**config.mk**
```make
export PLATFORM = sky130hd
export DESIGN_NAME = rr_reg_arbiter
export DESIGN_NICKNAME = d
export VERILOG_FILES = /design/src/rtl/rr_reg_arbiter_pkg.sv /design/src/rtl/dffe_async_rst_n.sv /design/src/rtl/rr_reg_arbiter.sv
export SDC_FILE = /design/constraint.sdc
export NUM_CORES = 1
export LEC_CHECK = 0
export ABC_AREA = 1
export CELL_PAD_IN_SITES_DETAIL_PLACEMENT = 0
export CELL_PAD_IN_SITES_GLOBAL_PLACEMENT = 2
export CORE_MARGIN = 4
export CORE_UTILIZATION = 33
export DETAILED_ROUTE_END_ITERATION = 10
export DONT_BUFFER_PORTS = 1
export GPL_TIMING_DRIVEN = 0
export PLACE_DENSITY = 0.87
export SLEW_MARGIN = 15
export SYNTH_ARGS = -nofsm -noshare
export SYNTH_HDL_FRONTEND = slang
export SYNTH_SLANG_ARGS = --single-unit
```
**constraint.sdc**
```tcl
create_clock -name clk -period 1.9 [get_ports clk]
set_input_delay 0.19 -clock clk [delete_from_list [all_inputs] [get_ports clk]]
set_output_delay 0.19 -clock clk [all_outputs]
set_load 0.01 [all_outputs]
```
**src/rtl/rr_reg_arbiter_pkg.sv**
```systemverilog
// Shared types and defaults for the round-robin register arbiter.
// FSM state encoding plus parameter defaults used by the top level.
package rr_reg_arbiter_pkg;

    localparam int NREQ_DEF = 4;
    localparam int DW_DEF   = 8;
    localparam int HOLD_DEF = 2;

    typedef logic [1:0] state_t;

    localparam state_t S_IDLE  = 2'd0;
    localparam state_t S_GRANT = 2'd1;
    localparam state_t S_HOLD  = 2'd2;

endpackage

```
**src/rtl/dffe_async_rst_n.sv**
```systemverilog
// DW-wide D register with enable.
// Asynchronous active-low reset clears it to zero.
module dffe_async_rst_n #(
    parameter int DW = 8
) (
    input  logic          clk,
    input  logic          rst,
    input  logic          en,
    input  logic [DW-1:0] d,
    output logic [DW-1:0] q
);

    always_ff @(posedge clk or negedge rst) begin
        if (!rst) begin
            q <= '0;
        end else if (en) begin
            q <= d;
        end
    end

endmodule

```
**src/rtl/rr_reg_arbiter.sv**
```systemverilog
// Round-robin arbiter guarding one shared register.
// Grant for one cycle, write on GRANT exit, then stay busy for HOLD cycles.
module rr_reg_arbiter
    import rr_reg_arbiter_pkg::*;
#(
    parameter int NREQ = NREQ_DEF,
    parameter int DW   = DW_DEF,
    parameter int HOLD = HOLD_DEF
) (
    input  logic                    clk,
    input  logic                    rst,
    input  logic [NREQ-1:0]         req,
    input  logic [NREQ*DW-1:0]      wdata,
    output logic [NREQ-1:0]         gnt,
    output logic [$clog2(NREQ)-1:0] owner,
    output logic [DW-1:0]           q,
    output logic                    q_valid,
    output logic                    busy
);

    localparam int IW = $clog2(NREQ);
    localparam int CW = (HOLD > 1) ? $clog2(HOLD) : 1;

    state_t          state;
    logic [IW-1:0]   last;
    logic [IW-1:0]   pick;
    logic [IW-1:0]   cand;
    logic            found;
    logic [CW-1:0]   cnt;
    logic [DW-1:0]   wsel;
    logic            wen;

    // Search starts just after the previous winner and wraps around.
    always_comb begin
        pick  = '0;
        cand  = '0;
        found = 1'b0;
        for (int i = 1; i <= NREQ; i++) begin
            cand = IW'((int'(last) + i) % NREQ);
            if (!found && req[cand]) begin
                found = 1'b1;
                pick  = cand;
            end
        end
    end

    assign wsel = DW'(wdata >> (int'(owner) * DW));
    assign wen  = (state == S_GRANT);

    dffe_async_rst_n #(
        .DW(DW)
    ) u_qreg (
        .clk(clk),
        .rst(rst),
        .en (wen),
        .d  (wsel),
        .q  (q)
    );

    always_ff @(posedge clk or negedge rst) begin
        if (!rst) begin
            state   <= S_IDLE;
            gnt     <= '0;
            owner   <= '0;
            last    <= IW'(NREQ - 1);
            cnt     <= '0;
            q_valid <= 1'b0;
            busy    <= 1'b0;
        end else begin
            q_valid <= 1'b0;
            unique case (state)
                S_IDLE: begin
                    if (found) begin
                        gnt   <= NREQ'(1) << pick;
                        owner <= pick;
                        last  <= pick;
                        state <= S_GRANT;
                        busy  <= 1'b1;
                    end
                end
                S_GRANT: begin
                    gnt     <= '0;
                    q_valid <= 1'b1;
                    cnt     <= CW'(HOLD - 1);
                    state   <= S_HOLD;
                end
                S_HOLD: begin
                    if (cnt == '0) begin
                        state <= S_IDLE;
                        busy  <= 1'b0;
                    end else begin
                        cnt <= cnt - CW'(1);
                    end
                end
                default: begin
                    gnt   <= '0;
                    state <= S_IDLE;
                    busy  <= 1'b0;
                end
            endcase
        end
    end

endmodule

```
=== Word level (Yosys, flattened, before mapping) ===
Index checks and enable logic that the tools add are counted.

* Flip-flop bits (word level): 21
* Output and inout bits: 16

* Add/subtract/negate cells: 5
* Magnitude comparators: 4
* Equal/unequal tests: 4
* Shift-type cells: 2
* Multiplexer cells: 27
* Bitwise gates (word level): 2
* Reductions and logical operators: 12

{| class="wikitable"
|+ Operator list
! kind !! number
|-
| >> shifter 32 x 5 -> 8 bit || 1
|-
| < comparator 2 x 3 -> 1 bit, second input constant || 4
|-
| 2-to-1 mux 1 bit || 12
|-
| 2-to-1 mux 2 bit || 6
|-
| binary-select mux 1 bit (select 2 bit) || 4
|-
| case mux 4 bit (2 select lines) || 1
|-
| case mux 2 bit (3 select lines) || 1
|-
| AND reduction 2 bit || 3
|-
| adder 2 x 1 -> 2 bit, second input constant || 2
|-
| adder 2 bit, second input constant || 2
|-
| 2-to-1 mux 4 bit || 1
|-
| != test 2 bit, second input constant || 2
|-
| left shift 1 x 2 -> 4 bit, first input constant || 1
|-
| logical AND 1 bit || 3
|-
| logical NOT 1 bit || 3
|-
| case mux 1 bit (3 select lines) || 1
|-
| AND reduction 3 bit || 1
|-
| equality test 2 x 1 -> 1 bit, second input constant || 1
|-
| equality test 2 bit, second input constant || 1
|-
| logical NOT 2 bit || 1
|-
| inverter 1 bit || 2
|-
| case mux 1 bit (2 select lines) || 1
|-
| nonzero test 2 bit || 1
|-
| subtractor 1 bit, second input constant || 1
|}

=== Depth between registers and ports, before layout ===
* Depth in word-level cells: 16
* Depth in mapped cells: 13
* Depth with buffers taken out: 12

=== Cells and area by module ===
From an unflattened synthesis, not the netlist that was laid out.

* Cell total of the unflattened synthesis: 200
* Area, all modules: 1438.9 um2

{| class="wikitable"
|+ Modules (own cells, without submodules)
! module !! times used !! cells each !! area each (um2) !! seq. area each (um2)
|-
| rr_reg_arbiter || 1 || 166 || 1133.6 || 327.8
|-
| dffe_async_rst_n || 1 || 34 || 305.3 || 200.2
|}

=== Worst setup path before layout ===
OpenSTA, ideal clock, no wires.

* Path type: register -> register
* Start: register last[0]
* End: register owner[0]
* Setup time: 129 ps
* Data arrival time: 1413 ps
* Data required time: 1771 ps
* Path slack: 358 ps
* Cell stages (with the launch flop): 13
* Buffers on the path: 1
* Period minus slack after synthesis: 1542 ps
* Path through: dfstp_2 > buf_6 > inv_6 > nand2_4 > nand2_2 > nand2_1 > nand2_2 > nor2_8 > nand3_2 > nand2_1 > inv_2 > nand3_1 > o21ai_1

* Cells in the longest elaborated chain, start to end: 14
* Elaborated cells between the ends (all ways): 27
* Those cells by class: 4 x add/sub; 16 x mux; 7 x reduce/logical

{| class="wikitable"
|+ RTL lines
! what !! RTL line !! RTL
|-
| start: declaration || rr_reg_arbiter.sv:25 || <nowiki>logic [IW-1:0] last;</nowiki>
|-
| start signal: assignment || rr_reg_arbiter.sv:65 || <nowiki>last <= IW'(NREQ - 1);</nowiki>
|-
| start signal: assignment || rr_reg_arbiter.sv:76 || <nowiki>last <= pick;</nowiki>
|-
| adder 2 x 1 -> 2 bit || rr_reg_arbiter.sv:39 || <nowiki>cand = IW'((int'(last) + i) % NREQ);</nowiki>
|-
| binary-select mux 1 bit (select 2 bit) || rr_reg_arbiter.sv:40 || <nowiki>if (!found && req[cand]) begin</nowiki>
|-
| 2-to-1 mux 1 bit (implied by the code) || rr_reg_arbiter.sv:40 ||
|-
| 2-to-1 mux 1 bit || rr_reg_arbiter.sv:40 ||
|-
| logical NOT 1 bit || rr_reg_arbiter.sv:40 ||
|-
| logical AND 1 bit || rr_reg_arbiter.sv:40 ||
|-
| 2-to-1 mux 1 bit || rr_reg_arbiter.sv:40 ||
|-
| logical NOT 1 bit || rr_reg_arbiter.sv:40 ||
|-
| logical AND 1 bit || rr_reg_arbiter.sv:40 ||
|-
| 2-to-1 mux 1 bit || rr_reg_arbiter.sv:40 ||
|-
| logical NOT 1 bit || rr_reg_arbiter.sv:40 ||
|-
| logical AND 1 bit || rr_reg_arbiter.sv:40 ||
|-
| 2-to-1 mux 1 bit || rr_reg_arbiter.sv:40 ||
|-
| AND reduction 2 bit (no source line) || n/a ||
|-
| end signal: assignment || rr_reg_arbiter.sv:75 || <nowiki>owner <= pick;</nowiki>
|-
| end: declaration || rr_reg_arbiter.sv:15 || <nowiki>output logic [$clog2(NREQ)-1:0] owner,</nowiki>
|}

Several ways; a longest one is shown, not always the timed one. The select of a mux whose other input is x is not followed.
A chain may end at the register's enable or synchronous reset.

=== Worst setup path in the final report ===
Ends and elaborated chain as after synthesis.

==> flow_summary.toml <==
[outcome]
status = "finished, final reports clean"

[sta]
worstMarginPinSlew_ps = 952
drv_slew = 0
rsz0062_at_grt = "false"
fmaxAchievable_ghz = 0.579
final.setup.tns_ps = 0
finalHoldViolCount = 0
fin_crit_sh = 0.909
setup_viol = 0
relSlewSlack = 0.363
fin_skew_ps = 0.984
fin_ws_ps = 173
finalCriticalPeriod_ps = 1730

[cells_and_area]
finalCoreUtilization = 0.376
final_area_mm2 = 0.00152
fillerInstances = 431
nets = 240
syn_to_final_growth_pct = 8.56
layout-drive-gt1-share = 0.192
regArea_um2 = 528
multi_input_area_um2 = 774
n_antenna_cell = 0

[logic_synthesis]
synth.distinct_cells = 25
syn_inst = 193
syn_avg_cell_area_um2 = 7.27
yosys_warnings = 0
synth_most_common_cell = "nor2_1"
netlist_area_mm2 = 0.00140
ys_seq_area_frac = 0.376
yosysTopAreaCellShare = 0.339
synthTopCellsByArea = "dfrtp_1, nor2_1, nand2_1"
synthArstFlopShare = 1.00
synthFlopType = "dfrtp_1"
synth-seq-cells = 21
synth_enable_flop_cells = 0
synthTopCellsByCount = "nor2_1, nand2_1, dfrtp_1"
synth_nets = 234
yosysTopAreaCell = "dfrtp_1"

[detailed_routing]
first_pass_iters = 4
drc_errors = 0
wl_per_cell_um = 14.0
ant_nets = 0
routed_wl_um = 3470
vias_per_cell = 5.13
first_iter_violations = 48
via_count = 1272

[clock_network]
htreeDepth = 1
cts_tree = "done"
cts_sinks = 21
clock-root-buffer = "clkbuf_8"
cts_inserted_buffers = 3
path_clk_slew_ps = 80
cts.path.max_buffers = 2
insertion_delay_ps = 260

[global_routing]
grtUsageTotal = 0.140
grt_pass1_wl_um = 5850
grt_pass1_vias = 1350
grt_antenna_before_repair = 0
grt-ovfl-total = 0
grt_max_degree = 22

[place]
pre_cts_slack_ps = 130
port_buffers = 0
gp_congestion = 0.834
hpwl_um = 2770
placed_area_mm2 = 0.00147

[setup_path]
start_kind = "register"
criticalPathCategory = "reg -> reg"
arrival_ps = 1870
path_max_fanout = 10
endpoint_kind = "register"
r2r_cells = 12
crit_required_ps = 2040

[pwr]
leakagePower_uw = 0.000738
vdd_drop_max_uv = 531
power_density_mw_per_mm2 = 1960

[floorplan]
ios = 54
die_w_um = 73.2
initial_core_util = 0.346
dieArea_mm2 = 0.00536
die_y_um = 73.2
rows = 23
coreArea_mm2 = 0.00406

[job]
max_cap_viol_count = 0

[min_path]
hold_class = "in -> reg"
worstHoldPathCells = 2
[logic make-up after synthesis]
| group | after synthesis | share of synthesized area |
|---|---|---|
| buffers and inverters | 23 | 0.0722 |
| flip-flops | 21 | 0.376 |
| AO/OA/AOI/OAI | 34 | 0.131 |
| AND/OR/NAND/NOR | 112 | 0.394 |
| adder cells (fa/ha/maj) | 3 | 0.0267 |
[area by class of cell]
class / count / share of cell area
Inverter: 16 / 0.0427
Timing Repair Buffer: 1 / 0.00657
Clock buffer: 3 / 0.0271
Buffer: 7 / 0.0246
Clock inverter: 1 / 0.00328
Tap cell: 50 / 0.0411
Multi-Input combinational cell: 149 / 0.508
Sequential cell: 21 / 0.346
[cell usage in the layout (no fill, tap or decap)]
cell	netlist	layout
a21oi_1	3	3
a31oi_1	8	8
buf_2	2	2
buf_6	1	1
clkbuf_1	4	3
clkbuf_2	0	1
clkbuf_8	0	3
clkinv_1	1	1
clkinv_2	0	1
dfrtp_1	19	19
dfstp_2	2	2
dlygate4sd3_1	0	1
ha_1	3	3
inv_1	10	10
inv_2	4	4
inv_6	1	1
nand2_1	36	36
nand2_2	10	10
nand2_4	6	6
nand3_1	7	7
nand3_2	3	3
nand4_1	3	3
nand4_2	1	1
nor2_1	44	44
nor2_2	1	1
nor2_8	1	1
o21ai_0	15	15
o21ai_1	7	7
o21ai_2	1	1
[what timing repair did]
item	4_1_cts	5_1_grt
resized for setup	0	2
hold buffers	1	0
hold endpoints to repair	21	0
buffers inserted	0	0
endpoints found under the setup margin	0	2
[final timing paths]
path / from / end / slack, ps
max: last[0]$_DFFE_PN1P_ / owner[0]$_DFFE_PN0P_ / 170
min: wdata[14] / u_qreg.q[6]$_DFFE_PN0P_ / 130
max reg2reg: last[0]$_DFFE_PN1P_ / owner[0]$_DFFE_PN0P_ / 170
min reg2reg: cnt$_DFFE_PN0P_ / cnt$_DFFE_PN0P_ / 540
max in group asynchronous: rst / u_qreg.q[2]$_DFFE_PN0P_ / 800
min in group asynchronous: rst / gnt[2]$_DFFE_PN0P_ / 520
[stage by stage]
step,std cells,total power (uW),hold WS [ps]
global route,248,3310,137
CTS,248,3030,128
detailed placement,243,2710,-105
finish,248,2990,131
global placement,243,2650,-105
floorplan,193,2330,-106
[critical path: stages, from the launching register on]
cell     delay (ps)
dfstp_2         530
buf_6           130
inv_6            60
nand2_4          60
nand2_2          50
nand2_1         110
nand2_2         100
nor2_8          150
nand3_2         100
nand2_1          90
inv_2            60
nand3_1         100
o21ai_1          70
[power breakdown]
part / leakage, uW / switching (uW) / internal, uW
registers: 0.000248 / 207 / 664
logic: 0.000465 / 1200 / 616
clock network: 0.0000255 / 156 / 146
total: 0.000738 / 1570 / 1430
[flip-flops by register name (all words and copies together) (netlist names)]
name,flops
busy,1
cnt,1
gnt,4
last,2
owner,2
q_valid,1
state,2
u_qreg.q,8
[per-layer routing]
metal	routed length, um	track usage	vias to the layer above
li1	-	-	641
met1	1640	0.178	585
met2	1620	0.235	44
met3	197	0.0344	2
met4	14	0.0369	0
met5	0	0	-
Note: power is estimated with default switching activity, not from simulation.
